**src/rtl/pipe_ctrl_pkg.sv**
```systemverilog
// rtl/pipe_ctrl_pkg.sv - shared state encodings and control vectors for the pipeline stall controller
package pipe_ctrl_pkg;

  typedef enum logic [1:0] {
    IDLE  = 2'd0,
    STALL = 2'd1,
    HOLD  = 2'd2
  } state_e;

  // Which output encoding is shown this cycle; Stall and Hold share a vector,
  // so the kind is kept separately for the performance counters.
  typedef enum logic [1:0] {
    OUT_NORMAL,
    OUT_STALL,
    OUT_HOLD,
    OUT_FLUSH
  } out_kind_e;

  // {PCWrite, IFIDWrite, IDStall, IF_Flush}
  localparam logic [3:0] CTRL_NORMAL = 4'b1100;
  localparam logic [3:0] CTRL_STALL  = 4'b0010;
  localparam logic [3:0] CTRL_HOLD   = 4'b0010;
  localparam logic [3:0] CTRL_FLUSH  = 4'b1111;

  localparam int DEF_MAX_STALL = 3;

  function automatic logic [3:0] ctrl_vec(input out_kind_e kind);
    case (kind)
      OUT_STALL: ctrl_vec = CTRL_STALL;
      OUT_HOLD:  ctrl_vec = CTRL_HOLD;
      OUT_FLUSH: ctrl_vec = CTRL_FLUSH;
      default:   ctrl_vec = CTRL_NORMAL;
    endcase
  endfunction

endpackage

```
**src/rtl/pipeline_stall_controller_if.sv**
```systemverilog
// rtl/pipeline_stall_controller_if.sv - hazard request / pipeline control bundle; STALL_PERF_CNT_EN adds counter outputs
interface pipeline_stall_controller_if #(
  parameter int CNT_W = 2
);
  logic             StallReq;
  logic [CNT_W-1:0] StallCycles;
  logic             FlushReq;
  logic             BusyReq;
  logic             PCWrite;
  logic             IFIDWrite;
  logic             IDStall;
  logic             IF_Flush;
  logic [1:0]       State;
`ifdef STALL_PERF_CNT_EN
  logic [31:0]      StallCount;
  logic [31:0]      HoldCount;
  logic [31:0]      FlushCount;

  modport master (
    output StallReq, StallCycles, FlushReq, BusyReq,
    input  PCWrite, IFIDWrite, IDStall, IF_Flush, State,
    input  StallCount, HoldCount, FlushCount
  );

  modport slave (
    input  StallReq, StallCycles, FlushReq, BusyReq,
    output PCWrite, IFIDWrite, IDStall, IF_Flush, State,
    output StallCount, HoldCount, FlushCount
  );
`else
  modport master (
    output StallReq, StallCycles, FlushReq, BusyReq,
    input  PCWrite, IFIDWrite, IDStall, IF_Flush, State
  );

  modport slave (
    input  StallReq, StallCycles, FlushReq, BusyReq,
    output PCWrite, IFIDWrite, IDStall, IF_Flush, State
  );
`endif
endinterface

```
**src/rtl/sat_counter32.sv**
```systemverilog
// rtl/sat_counter32.sv - 32-bit saturating event counter with synchronous reset and preset load
module sat_counter32 (
  input  logic        clk,
  input  logic        rst,
  input  logic        en,
  input  logic        load,
  input  logic [31:0] load_value,
  output logic [31:0] count
);

  always_ff @(posedge clk) begin
    if (rst) begin
      count <= '0;
    end else if (load) begin
      count <= load_value;
    end else if (en && (count != 32'hFFFF_FFFF)) begin
      count <= count + 32'd1;
    end
  end

endmodule

```
**src/rtl/pipeline_stall_controller.sv**
```systemverilog
// rtl/pipeline_stall_controller.sv - owner of PCWrite/IFIDWrite/IDStall/IF_Flush; STALL_PERF_CNT_EN adds event counters
module pipeline_stall_controller
  import pipe_ctrl_pkg::*;
#(
  parameter int MAX_STALL = DEF_MAX_STALL,
  parameter int CNT_W     = 2
) (
  input logic                        Clk,
  input logic                        Reset,
  pipeline_stall_controller_if.slave ctrl
);

  localparam logic [CNT_W-1:0] MAX_LEN = CNT_W'(MAX_STALL);
  localparam logic [CNT_W-1:0] ONE     = CNT_W'(1);

  state_e           state, nxt_state;
  logic [CNT_W-1:0] remaining, nxt_remaining;
  logic             pend_flush, nxt_pend_flush;
  out_kind_e        kind;
  logic [CNT_W-1:0] stall_len;

  always_comb begin
    stall_len = (ctrl.StallCycles == '0) ? ONE : ctrl.StallCycles;
    if (stall_len > MAX_LEN) stall_len = MAX_LEN;
  end

  // Busy wins over everything, then flush; a HOLD with remaining count resumes
  // the stall, otherwise HOLD falls through to the IDLE rules in the same cycle.
  always_comb begin
    nxt_state      = state;
    nxt_remaining  = remaining;
    nxt_pend_flush = pend_flush;
    kind           = OUT_NORMAL;
    if (Reset) begin
      kind = OUT_NORMAL;
    end else if (ctrl.BusyReq) begin
      kind      = OUT_HOLD;
      nxt_state = HOLD;
      if (ctrl.FlushReq) nxt_pend_flush = 1'b1;
    end else if (ctrl.FlushReq || pend_flush) begin
      kind           = OUT_FLUSH;
      nxt_pend_flush = 1'b0;
      nxt_remaining  = '0;
      nxt_state      = IDLE;
    end else if ((state != IDLE) && (remaining != '0)) begin
      kind = OUT_STALL;
      if (remaining == ONE) begin
        nxt_remaining = '0;
        nxt_state     = IDLE;
      end else begin
        nxt_remaining = remaining - ONE;
        nxt_state     = STALL;
      end
    end else if (ctrl.StallReq) begin
      kind = OUT_STALL;
      if (stall_len > ONE) begin
        nxt_remaining = stall_len - ONE;
        nxt_state     = STALL;
      end else begin
        nxt_state = IDLE;
      end
    end else begin
      nxt_state = IDLE;
    end
  end

  always_ff @(posedge Clk) begin
    if (Reset) begin
      state      <= IDLE;
      remaining  <= '0;
      pend_flush <= 1'b0;
    end else begin
      state      <= nxt_state;
      remaining  <= nxt_remaining;
      pend_flush <= nxt_pend_flush;
    end
  end

  assign {ctrl.PCWrite, ctrl.IFIDWrite, ctrl.IDStall, ctrl.IF_Flush} = ctrl_vec(kind);
  assign ctrl.State = state;

`ifdef STALL_PERF_CNT_EN
  sat_counter32 u_stall_cnt (
    .clk        (Clk),
    .rst        (Reset),
    .en         (kind == OUT_STALL),
    .load       (1'b0),
    .load_value (32'd0),
    .count      (ctrl.StallCount)
  );

  sat_counter32 u_hold_cnt (
    .clk        (Clk),
    .rst        (Reset),
    .en         (kind == OUT_HOLD),
    .load       (1'b0),
    .load_value (32'd0),
    .count      (ctrl.HoldCount)
  );

  sat_counter32 u_flush_cnt (
    .clk        (Clk),
    .rst        (Reset),
    .en         (kind == OUT_FLUSH),
    .load       (1'b0),
    .load_value (32'd0),
    .count      (ctrl.FlushCount)
  );
`endif

endmodule

```
**src/flat_wrapper.sv**
```systemverilog
// flat-port wrapper written by rule: the top's interface ports become plain ports
module pipeline_stall_controller_flat import pipe_ctrl_pkg::*;
#(
  parameter int MAX_STALL = DEF_MAX_STALL,
  parameter int CNT_W     = 2
)
  (Clk, Reset, ctrl_StallReq, ctrl_StallCycles, ctrl_FlushReq, ctrl_BusyReq, ctrl_PCWrite, ctrl_IFIDWrite, ctrl_IDStall, ctrl_IF_Flush, ctrl_State);
  pipeline_stall_controller_if #(.CNT_W(CNT_W)) ctrl_i ();
  input logic Clk;
  input logic Reset;
  input wire logic [$bits(ctrl_i.StallReq)-1:0] ctrl_StallReq;
  input wire logic [$bits(ctrl_i.StallCycles)-1:0] ctrl_StallCycles;
  input wire logic [$bits(ctrl_i.FlushReq)-1:0] ctrl_FlushReq;
  input wire logic [$bits(ctrl_i.BusyReq)-1:0] ctrl_BusyReq;
  output wire logic [$bits(ctrl_i.PCWrite)-1:0] ctrl_PCWrite;
  output wire logic [$bits(ctrl_i.IFIDWrite)-1:0] ctrl_IFIDWrite;
  output wire logic [$bits(ctrl_i.IDStall)-1:0] ctrl_IDStall;
  output wire logic [$bits(ctrl_i.IF_Flush)-1:0] ctrl_IF_Flush;
  output wire logic [$bits(ctrl_i.State)-1:0] ctrl_State;
  assign ctrl_i.StallReq = ctrl_StallReq;
  assign ctrl_i.StallCycles = ctrl_StallCycles;
  assign ctrl_i.FlushReq = ctrl_FlushReq;
  assign ctrl_i.BusyReq = ctrl_BusyReq;
  assign ctrl_PCWrite = ctrl_i.PCWrite;
  assign ctrl_IFIDWrite = ctrl_i.IFIDWrite;
  assign ctrl_IDStall = ctrl_i.IDStall;
  assign ctrl_IF_Flush = ctrl_i.IF_Flush;
  assign ctrl_State = ctrl_i.State;
  pipeline_stall_controller #(.MAX_STALL(MAX_STALL), .CNT_W(CNT_W)) u_core (.Clk(Clk), .Reset(Reset), .ctrl(ctrl_i));
endmodule
```
**config.mk**
```make
export PLATFORM = sky130hd
export DESIGN_NAME = pipeline_stall_controller_flat
export DESIGN_NICKNAME = d
export VERILOG_FILES = /design/src/rtl/pipe_ctrl_pkg.sv /design/src/rtl/pipeline_stall_controller_if.sv /design/src/rtl/sat_counter32.sv /design/src/rtl/pipeline_stall_controller.sv /design/src/flat_wrapper.sv
export SDC_FILE = /design/constraint.sdc
export NUM_CORES = 1
export LEC_CHECK = 0
export CAP_MARGIN = 20
export CORE_AREA = 4 4 41 43
export DETAILED_ROUTE_END_ITERATION = 10
export DIE_AREA = 0 0 45 47
export GPL_ROUTABILITY_DRIVEN = 0
export PLACE_DENSITY = 0.61
export SLEW_MARGIN = 20
export SYNTH_ARGS = -nofsm -noshare
export SYNTH_HDL_FRONTEND = slang
export SYNTH_SLANG_ARGS = --single-unit
```
**constraint.sdc**
```tcl
create_clock -name Clk -period 2.15 [get_ports Clk]
set_clock_uncertainty 0.05 [all_clocks]
set_input_delay 0.43 -clock Clk [delete_from_list [all_inputs] [get_ports Clk]]
set_output_delay 0.43 -clock Clk [all_outputs]
set_load 0.02 [all_outputs]
```
# After elaboration in Yosys (flattened, before gate mapping)
# Cells that the tools add are included.
# classes
reduce_logical	12
bitwise	1
add_sub_neg	2
mux	22
n_eq_ne	5
order_cmp	2
# op_table
op	count
$mux 2	14
$pmux 4 s2	1
$mux 1	7
$reduce_bool 2->1	3
$reduce_bool 3->1	2
$eq 2x1->1 const B	2
$eq 2x2->1 const B	2
$sub 2x1->2 const B	2
$reduce_and 3->1	1
$reduce_or 3->1	1
$gt 2x1->1 const B	1
$gt 2x2->1 const B	1
$logic_not 2->1	1
$ne 2x2->1 const B	1
$reduce_and 2->1	1
$reduce_or 2->1	1
$logic_and 1x1->1	1
$logic_or 1x1->1	1
$not 1->1	1
# totals
output_inout_bits	6
reg_bits	5
wordCells	48
in_bits	7

# Depth between registers and ports, before layout
# depth
depth_word	10
mapped_depth	8
depth_no_buf	7

# Worst setup path before layout
# No wires, ideal clock.
# synth_timing
kind	reg2out
start	register u_core.remaining[0]
end	output ctrl_PCWrite
required_ns	1.670
path_buffers	1
arrival_time_ns	1.553
path_stages_with_launch	9
path_slack_ns	0.117
path_cell_list	dfxtp_1 > inv_1 > ha_1 > o21bai_4 > nand2_1 > o21ai_0 > ha_1 > inv_1 > buf_4
# synth_via
elab_chain_cells	9
word_cells_on_any_way	11
classes_between	eq/ne: 3; mux: 5; reduce/logical: 3
# synth_rtl
element	line_no	rtl
from (decl)	pipeline_stall_controller.sv:17	logic [CNT_W-1:0] remaining, nxt_remaining;
from (signal assigned)	pipeline_stall_controller.sv:74	remaining <= nxt_remaining;
$reduce_bool 2->1 (*)	pipeline_stall_controller.sv:45	end else if ((state != IDLE) && (remaining != '0)) begin
$logic_and 1x1->1 (*)	pipeline_stall_controller.sv:45	
$mux 2 (*)	pipeline_stall_controller.sv:45	
$mux 2 (*)	pipeline_stall_controller.sv:40	end else if (ctrl.FlushReq || pend_flush) begin
$mux 2 (*)	pipeline_stall_controller.sv:36	end else if (ctrl.BusyReq) begin
$mux 2 (*)	pipeline_stall_controller.sv:34	if (Reset) begin
$eq 2x1->1 / $eq 2x2->1 (equally long branches)	pipe_ctrl_pkg.sv:28	case (kind)
$reduce_or 2->1 (no source line)	--	
$pmux 4 s2 (*)	pipe_ctrl_pkg.sv:28	
to (decl)	flat_wrapper.sv:15	output wire logic [$bits(ctrl_i.PCWrite)-1:0] ctrl_PCWrite;
# Every way passes the cells marked *; elsewhere a longest branch is shown, timed or not.

# Worst setup path in the final report
# layout_timing
start	register u_core.remaining[0]
end	output ctrl_IF_Flush
# layout_via
elab_chain_cells	9
word_cells_on_any_way	11
classes_between	eq/ne: 3; mux: 5; reduce/logical: 3
# layout_rtl
element	line_no	rtl
$reduce_bool 2->1 (*)	pipeline_stall_controller.sv:45	
$logic_and 1x1->1 (*)	pipeline_stall_controller.sv:45	
$mux 2 (*)	pipeline_stall_controller.sv:45	
$mux 2 (*)	pipeline_stall_controller.sv:40	
$mux 2 (*)	pipeline_stall_controller.sv:36	
$mux 2 (*)	pipeline_stall_controller.sv:34	
$eq 2x1->1 / $eq 2x2->1 (equally long branches)	pipe_ctrl_pkg.sv:28	
$reduce_or 2->1 (no source line)	--	
$pmux 4 s2 (*)	pipe_ctrl_pkg.sv:28	
to (decl)	flat_wrapper.sv:18	output wire logic [$bits(ctrl_i.IF_Flush)-1:0] ctrl_IF_Flush;
# Marked as above.

==> out/qor.tcl <==
set qor(outcome) {finished clean}
set qor(postLayoutCellArea_um2) 629
set qor(synthesized_net_count) 48
set qor(power.sequential.fraction_pct) 33.2
set qor(period_share_pct) 97.8
set qor(synth.largest_area_cell) {dfxtp_1}
set qor(cts_hold_buffers) 0
set qor(floorplan.die.height_um) 47
set qor(slowest_stage) {dfxtp_1}
set qor(synth_largest_type_area_fraction_pct) 27.9
set qor(max-slew-margin-rel_pct) 85.7
set qor(timing.fmax_mhz) 476
set qor(clkSlewWorstSetupHoldPaths_ns) 0.04
set qor(switching_share_pct) 27.6
set qor(syn_avg_cell_area_um2) 9.71
set qor(timing.final.setup_violations) 0
set qor(max_slew.worst_pin.slew_ns) 0.215
set qor(route.vias.total) 325
set qor(cts_htree_levels) 1
set qor(layout-drive-gt1-share_pct) 54.0
set qor(ys.flop_type) {dfxtp_1}
set qor(synth.cell_area_um2) 359
set qor(num_antenna_cells) 0
set qor(drt-initial-drc-count) 1
set qor(path_class) {reg -> out}
set qor(placement.setup.worst_slack_ns) -0.517
set qor(grt_pass1_vias) 312
set qor(clockBufferDepth) 2
set qor(asyncSetResetFlopFracSynth_pct) 0
set qor(final_hold_viol_count) 0
set qor(critPathLaunchType) {register}
set qor(leakage_uw) 0.000300
set qor(port_buffers) 12
set qor(tritoncts) {done}
set qor(r2r_setup_slack_ns) 0.74
set qor(final.min_clock_period_ns) 2.10
set qor(synth_sequential_area_ratio_pct) 27.9
set qor(design.final.nets) 75
set qor(net-switching-power_uw) 81.7
set qor(timing.critical_path.cells) {inv_2 -> ha_2 -> o21bai_4 -> nand2_2 -> buf_4 -> o21a_1 -> ha_1 -> buf_4}
set qor(worst_setup_path_end_kind) {output pin}
set qor(worst_ep_required_time_ns) 1.67
set qor(global_route.usage.total_pct) 7.91
set qor(initial_utilization_pct) 27.6
set qor(post_synth_most_frequent_cells) {5 x dfxtp_1, 5 x inv_1, 4 x ha_1, 3 x nand2_1, 3 x nor2_1}
set qor(flip_flop_and_latch_count_after_synthesis) 5
set qor(die-width_um) 45
set qor(crit_arrival_ns) 1.62
set qor(detail_route.wirelength_um) 749
set qor(ports_placed_on_the_boundary) 13
set qor(clk-insertion-delay-late_ns) 0.24
set qor(routed_via_density) 4.17
set qor(hp-class) {reg -> reg}
set qor(core-area_um2) 1300
set qor(first_pass_iters) 2
set qor(routedWlPerCell_um) 9.60
set qor(timing.critical_path.fanout_max) 2
set qor(rows) 13
set qor(cp_common_cell) {buf_4}
set qor(drt_drc_violations_left) 0
set qor(grt_antenna_before_repair) 0
set qor(root_buffer) {clkbuf_4}
set qor(cts_setup_buffers) 0
set qor(synth.yosys.warnings) 0
set qor(layout_setup_ws_ns) 0.0475
set qor(design_power_total_uw) 296
set qor(synth_cell_types) 19
set qor(grt_overflow_total) 0
set qor(final_cell_count_no_fill) 78
set qor(pwr_density_cell_nw_per_um2) 471
set qor(intPower_uw) 215
set qor(max_cap_violations) 0
set qor(fin_setup_tns_ns) 0
set qor(power.clock.fraction_pct) 37.1
set qor(ant_nets) 0
set qor(cts_made_buffers) 3
set qor(synth_enable_flop_cells) 0
set qor(placed_cell_area_um2) 573
set qor(cts.sink_count) 5
set qor(postSynthCellCount) 37
set qor(dieArea_um2) 2120
set qor(dp.final_hpwl_um) 601
set qor(area.growth.synth_to_final_pct) 75.3
set qor(grt_start_max_net_pins) 5
set qor(place_inst) 74
set qor(grt_first_pass_wirelength_um) 1150
set qor(drv_slew) 0
set qor(cp_max_stage_delay_ns) 0.32
set qor(peakVddDrop_mv) 0.149
set qor(yosys-top-cells-area) {dfxtp_1 28%, ha_1 14%, o32ai_2 9.1%}
set qor(share_comb_of_total_power_pct) 29.8
layer usage:
metal  up-vias  wire length (um)  track usage [%]
met2        14               349             12.1
met4         0                18             8.77
met3         2                58             1.15
li1        178                 -                -
met5         -                 0                0
met1       131               322             8.88
per-stage QoR:
stage	util (%)	hold WS, ns
floorplan	-	0.446
global placement	44.0	0.540
detailed placement	44.0	0.551
CTS	46.3	0.568
global route	48.4	0.559
finish	48.4	0.547
final cells by class:
| type | instances | area, um^2 |
|---|---|---|
| fill | 148 | 672 |
| tap | 15 | 18.8 |
| multi-input combinational | 26 | 264 |
| inverter | 5 | 18.8 |
| clock buffer | 4 | 26.3 |
| sequential | 5 | 100 |
| timing repair buffer | 23 | 201 |
timing repair:
| action | CTS | global route |
|---|---|---|
| resized for setup | 24 | 11 |
| setup endpoints to repair | 4 | 3 |
| pin swaps | 0 | 0 |
power groups by stage:
| stage | clock network, uW | logic [uW] | registers (uW) |
|---|---|---|---|
| 5_1_grt | 115 | 96.6 | 98.4 |
| 3_3_place_gp | 0 | 82.4 | 99.9 |
| 2_1_floorplan | 0 | 37.8 | 101 |
| 6_report | 110 | 88.2 | 98.4 |
| 3_5_place_dp | 0 | 82.7 | 99.9 |
| 4_1_cts | 114 | 85.2 | 98.2 |
cell usage in the layout, fill, tap and decap left out, drive strengths merged:
cell type	synthesis	layout
buf	1	15
clkdlybuf4s50	0	5
dfxtp	5	5
inv	5	5
clkbuf	0	4
nor2	4	4
ha	4	4
nand2	3	3
mux2	2	2
o32ai	2	2
nor2b	2	2
dlymetal6s2s	0	2
nor3	1	1
or2	1	1
o21bai	1	1
o21a	1	1
o21ai	1	1
a31oi	1	1
nand3	1	1
and3b	1	1
mux2i	1	1
dlygate4sd2	0	1
registers in the layout, summed over array words and instances, names as in the netlist:
signal and flops:
u_core.ctrl.State 2, u_core.remaining 2, u_core.pend_flush 1
worst max-delay path: cells and delay by family (launching register included):
kind | cells | cell delay (ns)
compound gates | 2 | 0.28
fa+ha+maj | 2 | 0.36
buf+inv | 3 | 0.34
flops | 1 | 0.32
simple gates | 1 | 0.08
final timing paths:
path,cells past startpoint,endpoint,from
max,8,ctrl_IF_Flush,u_core.remaining[0]
min,3,u_core.remaining[1],u_core.remaining[1]
max reg2reg,6,u_core.remaining[1],u_core.remaining[0]
min reg2reg,3,u_core.remaining[1],u_core.remaining[1]
cells by family (layout without fill, tap and decap cells):
logic type	count (synthesis)	in the layout	synth area share [%]
simple gates	13	13	18.5
fa+ha+maj	4	4	13.9
compound gates	6	6	21.3
buf+inv	6	32	7.32
mux	3	3	11.2
flops	5	5	27.9
Power figures use the tool's default switching activity.
